==> config.mk <==
export PLATFORM = sky130hd
export DESIGN_NAME = routine_selector
export DESIGN_NICKNAME = d
export VERILOG_FILES = /design/src/rtl/routine_sel_pkg.sv /design/src/rtl/select_debounce.sv /design/src/rtl/routine_selector.sv
export SDC_FILE = /design/constraint.sdc
export NUM_CORES = 1
export LEC_CHECK = 0
export CAP_MARGIN = 20
export CORE_MARGIN = 4
export CORE_UTILIZATION = 33
export DETAILED_ROUTE_END_ITERATION = 10
export PLACE_DENSITY = 0.85
export SLEW_MARGIN = 20
export SYNTH_ARGS = -nofsm -noshare
export SYNTH_HDL_FRONTEND = slang
export SYNTH_HIERARCHICAL = 1
export SYNTH_SLANG_ARGS = --single-unit
==> constraint.sdc <==
create_clock -name Clock -period 1.7 [get_ports Clock]
set_input_delay 0.51 -clock Clock [delete_from_list [all_inputs] [get_ports Clock]]
set_output_delay 0.51 -clock Clock [all_outputs]
set_load 0.01 [all_outputs]
==> src/rtl/routine_sel_pkg.sv <==
// Shared types, defaults and width helper for the routine selector.
// Optional blanking between routines is enabled with ROUTINE_SEL_BLANK_EN.
package routine_sel_pkg;

   typedef enum logic [0:0] {
      SHOW  = 1'b0,
      BLANK = 1'b1
   } routine_sel_state_t;

   localparam int DEFAULT_DEBOUNCE_CYCLES = 50000;
   localparam int DEFAULT_BLANK_CYCLES    = 5000000;

   // Bits needed to hold 0..n-1; never less than one bit.
   function automatic int idx_width(input int n);
      return (n <= 2) ? 1 : $clog2(n);
   endfunction

endpackage : routine_sel_pkg

==> src/rtl/select_debounce.sv <==
// Switch synchroniser, lowest-bit-wins priority encoder and debounce
// counter; publishes the routine index once the request has settled.
module select_debounce
   import routine_sel_pkg::*;
#(
   parameter  int NUM_ROUTINES    = 4,
   parameter  int DEBOUNCE_CYCLES = DEFAULT_DEBOUNCE_CYCLES,
   localparam int IDX_W           = idx_width(NUM_ROUTINES),
   localparam int CNT_W           = idx_width(DEBOUNCE_CYCLES)
) (
   input  logic                    clk,
   input  logic                    rst_n,
   input  logic [NUM_ROUTINES-2:0] select,
   output logic [IDX_W-1:0]        accepted
);

   localparam logic [CNT_W-1:0] CNT_LAST = CNT_W'(DEBOUNCE_CYCLES - 1);

   if (NUM_ROUTINES < 2 || NUM_ROUTINES > 16) begin : g_bad_num_routines
      $error("select_debounce: NUM_ROUTINES must be in 2..16");
   end
   if (DEBOUNCE_CYCLES < 1) begin : g_bad_debounce
      $error("select_debounce: DEBOUNCE_CYCLES must be >= 1");
   end

   logic [NUM_ROUTINES-2:0] sync_q1;
   logic [NUM_ROUTINES-2:0] sel_s;
   logic [IDX_W-1:0]        req;
   logic [IDX_W-1:0]        cand;
   logic [CNT_W-1:0]        cnt;

   // Scan from the top down so the lowest set switch is written last and wins.
   always_comb begin
      req = '0;
      for (int k = NUM_ROUTINES - 1; k >= 1; k--) begin
         if (sel_s[k-1]) req = IDX_W'(k);
      end
   end

   always_ff @(posedge clk or negedge rst_n) begin
      if (!rst_n) begin
         sync_q1  <= '0;
         sel_s    <= '0;
         cand     <= '0;
         cnt      <= '0;
         accepted <= '0;
      end else begin
         // NOTE: non-blocking assignments so every flop samples pre-edge values.
         sync_q1 <= select;
         sel_s   <= sync_q1;
         if (req != cand) begin
            cand <= req;
            cnt  <= '0;
         end else if (cnt != CNT_LAST) begin
            cnt <= cnt + CNT_W'(1);
         end else begin
            accepted <= cand;
         end
      end
   end

endmodule : select_debounce

==> src/rtl/routine_selector.sv <==
// Registered routine selector: debounced switch choice drives one frame to
// the display, with an optional blank gap on change (ROUTINE_SEL_BLANK_EN).
module routine_selector
   import routine_sel_pkg::*;
#(
   parameter  int                 NUM_ROUTINES    = 4,
   parameter  int                 FRAME_W         = 46,
   parameter  int                 DEBOUNCE_CYCLES = DEFAULT_DEBOUNCE_CYCLES,
   parameter  int                 BLANK_CYCLES    = DEFAULT_BLANK_CYCLES,
   parameter  logic [FRAME_W-1:0] BLANK_PATTERN   = '0,
   localparam int                 IDX_W           = idx_width(NUM_ROUTINES)
) (
   input  logic                            Clock,
   input  logic                            Reset_n,
   input  logic [NUM_ROUTINES-2:0]         Select,
   input  logic [NUM_ROUTINES*FRAME_W-1:0] Routines,
   output logic [FRAME_W-1:0]              Frame,
   output logic [IDX_W-1:0]                Active,
   output logic                            Switching
);

   if (BLANK_CYCLES < 1) begin : g_bad_blank
      $error("routine_selector: BLANK_CYCLES must be >= 1");
   end
   if ($bits(BLANK_PATTERN) != FRAME_W) begin : g_bad_pattern
      $error("routine_selector: BLANK_PATTERN width must equal FRAME_W");
   end

   logic [IDX_W-1:0]   accepted;
   logic [FRAME_W-1:0] routine_arr [NUM_ROUTINES];

   for (genvar i = 0; i < NUM_ROUTINES; i++) begin : g_unpack
      assign routine_arr[i] = Routines[i*FRAME_W +: FRAME_W];
   end

   select_debounce #(
      .NUM_ROUTINES   (NUM_ROUTINES),
      .DEBOUNCE_CYCLES(DEBOUNCE_CYCLES)
   ) u_debounce (
      .clk     (Clock),
      .rst_n   (Reset_n),
      .select  (Select),
      .accepted(accepted)
   );

`ifdef ROUTINE_SEL_BLANK_EN

   localparam int                 BLANK_W    = idx_width(BLANK_CYCLES);
   localparam logic [BLANK_W-1:0] BLANK_LAST = BLANK_W'(BLANK_CYCLES - 1);

   routine_sel_state_t state, state_nxt;
   logic [BLANK_W-1:0] blank_cnt, blank_cnt_nxt;
   logic [FRAME_W-1:0] frame_nxt;
   logic [IDX_W-1:0]   active_nxt;
   logic               switching_nxt;

   always_ff @(posedge Clock or negedge Reset_n) begin
      if (!Reset_n) begin
         state     <= SHOW;
         blank_cnt <= '0;
         Frame     <= '0;
         Active    <= '0;
         Switching <= 1'b0;
      end else begin
         state     <= state_nxt;
         blank_cnt <= blank_cnt_nxt;
         Frame     <= frame_nxt;
         Active    <= active_nxt;
         Switching <= switching_nxt;
      end
   end

   always_comb begin
      // NOTE: every output gets a default first so no path infers a latch.
      state_nxt     = state;
      blank_cnt_nxt = blank_cnt;
      frame_nxt     = Frame;
      active_nxt    = Active;
      switching_nxt = Switching;
      unique case (state)
         SHOW: begin
            if (accepted == Active) begin
               frame_nxt = routine_arr[Active];
            end else begin
               state_nxt     = BLANK;
               blank_cnt_nxt = '0;
               frame_nxt     = BLANK_PATTERN;
               switching_nxt = 1'b1;
            end
         end
         BLANK: begin
            // A selection that moves mid-blank is picked up at exit, not restarted.
            if (blank_cnt == BLANK_LAST) begin
               state_nxt     = SHOW;
               active_nxt    = accepted;
               frame_nxt     = routine_arr[accepted];
               switching_nxt = 1'b0;
            end else begin
               blank_cnt_nxt = blank_cnt + BLANK_W'(1);
               frame_nxt     = BLANK_PATTERN;
            end
         end
         default: state_nxt = SHOW;
      endcase
   end

`else

   // Without blanking the display follows the accepted routine directly.
   always_ff @(posedge Clock or negedge Reset_n) begin
      if (!Reset_n) begin
         Frame  <= '0;
         Active <= '0;
      end else begin
         Frame  <= routine_arr[accepted];
         Active <= accepted;
      end
   end

   assign Switching = 1'b0;

`endif

endmodule : routine_selector

# == Word level (Yosys, flattened, before mapping) ==
# Index checks and enable logic that the tools add are counted.
# totals
out_inout_bits,49
reg_bits,74
elab_cells,24
inputBits,189
# op_classes
n_lt_le_gt_ge,1
n_eq_ne,2
n_reduce_logical,2
addsub,1
n_bitwise,3
n_mux,8
# ops
operator,n
$bmux 46 s2,1
$mux 46,2
$mux 16,2
$add 16x1->16 const B,1
$ne 16x16->1 const B,1
$mux 2,3
$ge 3x3->1 const B,1
$not 2->3,1
$ne 2x2->1,1
$not 1->1,2
$reduce_and 2->1,1
$reduce_bool 2->1,1

# == Logic depth before layout (Yosys ltp) ==
# depth
word_depth,6
ltp_mapped,5
mapped_depth_nobuf,5

# == Modules after synthesis ==
# The synthesis kept the hierarchy.
# modules_own_cells
module,n_inst,area_per_inst_um2,cells_each
routine_selector,1,2387.3,106
select_debounce,1,1192.4,111

# == Worst setup path after synthesis ==
# OpenSTA, ideal clock, no wires.
# synth_timing
path_type,register -> register
start,reg u_debounce.cnt[12]
end,reg u_debounce.accepted[0]
path_stages_with_launch,5
n_path_buf,0
t_required_ns,1.573
synth_period_minus_slack_ns,1.760
arrival_ns,1.633
setup_ns,0.127
path_slack_ns,-0.060
cell_sequence,dfrtp_1 > or4_4 > nor4_4 > a21boi_0 > nand3b_1
# synth_via
elab_chain_cells,3
# synth_lines
item,line,source
from (decl),select_debounce.sv:30,logic [CNT_W-1:0] cnt;
from (signal assigned),select_debounce.sv:55,cnt <= cnt + CNT_W'(1);
$ne 16x16->1,select_debounce.sv:54,end else if (cnt != CNT_LAST) begin
$not 1->1 (no source line),-,
$reduce_and 2->1 (no source line),-,
to (signal assigned),select_debounce.sv:57,accepted <= cand;
to (decl),select_debounce.sv:14,output logic [IDX_W-1:0] accepted
# Every way passes these cells.
# A chain may end at the register's enable or synchronous reset.

# == Worst setup path after layout ==
# Ends and elaborated chain as after synthesis.

==> impl_metrics.json <==
{
  "status": "complete, no violations",
  "ant_nets": 0,
  "wl_mm": 13.2,
  "synthMuxAreaShare": 0.298,
  "first_pass_iters": 4,
  "antenna_found_initial": 4,
  "power-per-cell-area_mw_per_mm2": 610,
  "synth_adder_area_share": 0.00350,
  "cts_tree": "yes",
  "hold_class": "input pin to async pin",
  "yosysUniqueCellTypes": 41,
  "crit_path_start_kind": "flip-flop",
  "synth_ff_type": "dfrtp_1",
  "worstPathArrival_ns": 1.90,
  "critical_path.endpoint_type": "flip-flop",
  "power_leakage_uw": 0.00246,
  "grt_pass1_vias": 3514,
  "num_vias": 3010,
  "portBuffers": 236,
  "clockBufferDepth": 2,
  "finalClockSkew_ns": 0.00637,
  "grt_pass1_wl_mm": 20.0,
  "syn_inst": 217,
  "die_h_um": 112,
  "synth_commonest_cells": "dfrtp_1, mux4_2, nor2_1, xnor2_1, nand3_1",
  "fin_util": 0.606,
  "worstPathRequired_ns": 1.92,
  "die_area_mm2": 0.0126,
  "timing.final.crit_share": 0.986,
  "max_freq_mhz": 597,
  "synth_edf_count": 0,
  "path_class": "flip-flop to flip-flop",
  "synth_area_per_cell_um2": 16.5,
  "syn-num-nets": 407,
  "cts.sinks": 74,
  "dpl.hpwl_mm": 11.1,
  "hold_buffers": 0,
  "synth-compound-area-share": 0.0276,
  "synth.top_cell.area_share": 0.517,
  "top_layer": "met5",
  "multiInputGateArea_mm2": 0.00159,
  "core_area_mm2": 0.0105,
  "crit_fanout": 10,
  "cts_buffers": 9,
  "setup_viol": 0,
  "drc": 0,
  "wl_per_cell_um": 21.4,
  "fin_worst_hold_slack_ns": 0.0537,
  "start_util": 0.342,
  "grt_max_degree": 50,
  "grt_use_total": 0.212,
  "drive_above_1_share": 0.184,
  "wl_met2_mm": 6.95,
  "die_w_um": 112,
  "ios": 238,
  "period_minus_slack_ns": 1.68,
  "final_cells": 616,
  "rsz0062_at_grt": "true",
  "wl_met3_mm": 1.20,
  "ys_ff_latch": 74,
  "vdd_ir_drop_max_mv": 0.342,
  "gp_congestion": 0.958,
  "synth_xor_area_frac": 0.0294,
  "rows": 37,
  "ys_seq_area_frac": 0.517,
  "drv_slew": 0,
  "syn2layout_area_growth_pct": 77.0,
  "overflow": 0,
  "synth_top_cell_by_area": "dfrtp_1",
  "clock_latency_ns": 0.35,
  "max-cap-violations": 0,
  "clk_pin_slew_worst_paths_ns": 0.08,
  "place_inst": 597,
  "netlist_area_mm2": 0.00358,
  "wl_met1_mm": 4.65,
  "first_iter_violations": 171,
  "cts_max_level": 3,
  "yosysWarnings": 6,
  "hold_viol_final": 0,
  "r2r_cells": 5,
  "viasPerCell": 4.89,
  "nFillCells": 859,
  "synth_top_family_by_area": "multiplexers",
  "yosysMostFrequentCell": "dfrtp_1",
  "synthTopCellsByArea": "dfrtp_1, mux4_2, mux4_1, buf_12, xnor2_1",
  "root_buffer": "clkbuf_8",
  "synthArstFlopShare": 1.00,
  "finalNetCount": 662,
  "register_area_mm2": 0.00186,
  "synth-simple-area-share": 0.0818
}
report_power, final:
group	internal, µW	leakage, µW	switching [µW]
logic	530	0.00147	217
clock network	608	0.0000924	654
registers	1830	0.000904	26.5
total	2970	0.00246	897
routing by layer:
metal  up-vias  global-route usage
met1      1471               0.232
met3        24              0.0846
met5         -                   0
met2       154               0.370
met4         4              0.0769
li1       1357                   -
worst paths after layout:
| path | startpoint | to | slack [ns] |
|---|---|---|---|
| hold / removal | Reset_n | u_debounce/cnt[12] | 0.05 |
| setup reg to reg | u_debounce/cnt[12] | u_debounce/accepted[0] | 0.02 |
| hold reg to reg | u_debounce/sync_q1[1] | u_debounce/sel_s[1] | 0.35 |
| min in group Clock | u_debounce/sync_q1[1] | u_debounce/sel_s[1] | 0.35 |
| max in group asynchronous | Reset_n | u_debounce/accepted[0] | 1.15 |
| setup / recovery | u_debounce/cnt[12] | u_debounce/accepted[0] | 0.02 |
stage by stage:
step                worst slack, ns  power [µW]  instance area [µm²]  TNS, ns
floorplan                    0.0154        2040                 3580        0
global placement             0.0586        2660                 6200        0
detailed placement           0.0492        2680                 6200        0
CTS                          0.0343        3910                 6320        0
global route                -0.0629        4050                 6340   -0.156
finish                       0.0236        3860                 6340        0
placed cells by master, fill, tap and decap left out, drive strengths merged, types with 2 or more instances in the layout:
cell / count
clkdlybuf4s50: 187
dfrtp: 74
dlygate4sd2: 48
mux4: 46
buf: 21
nor2: 14
clkbuf: 12
xnor2: 9
nand3: 7
o21ai: 6
nor4: 5
or3: 5
nand2: 4
a21oi: 4
inv: 4
diode: 3
xor2: 3
nand4: 3
clkinv: 3
o21a: 2
nor3: 2
and3: 2
kinds of logic (layout without fill, tap and decap cells):
logic type / count (synthesis) / after routing
DFF: 74 / 74
and+or+nand+nor: 50 / 50
muxes: 47 / 47
AOI/OAI and AO/OA: 16 / 16
buffers and inverters: 16 / 276
xor gates and xnor gates: 12 / 12
adders and majority gates: 1 / 1
other: 1 / 4
cell type report:
class | count | share of cell area
Timing Repair Buffer | 256 | 0.397
Sequential cell | 74 | 0.293
Multi-Input combinational cell | 127 | 0.251
Tap cell | 136 | 0.0269
Clock buffer | 12 | 0.0245
Clock inverter | 4 | 0.00415
Inverter | 4 | 0.00237
Antenna cell | 3 | 0.00118
critical path: stages (launching register included):
cell and delay [ns]:
dfrtp_1 0.39, or4_4 0.55, nor4_4 0.19, buf_12 0.16, a21boi_0 0.08, nand3b_1 0.18
sequential cells by signal, indices dropped and copies added (netlist names):
| register | cells |
|---|---|
| u_debounce/sel_s | 3 |
| u_debounce/cand | 2 |
| Active | 2 |
| u_debounce/accepted | 2 |
| Frame | 46 |
| u_debounce/cnt | 16 |
| u_debounce/sync_q1 | 3 |
repair_timing:
action,in CTS,in global routing
endpoints found under the setup margin,48,5
buffers inserted,0,0
pin swaps,0,0
gates resized for setup,48,2
Note: power is estimated with default switching activity, not from simulation.
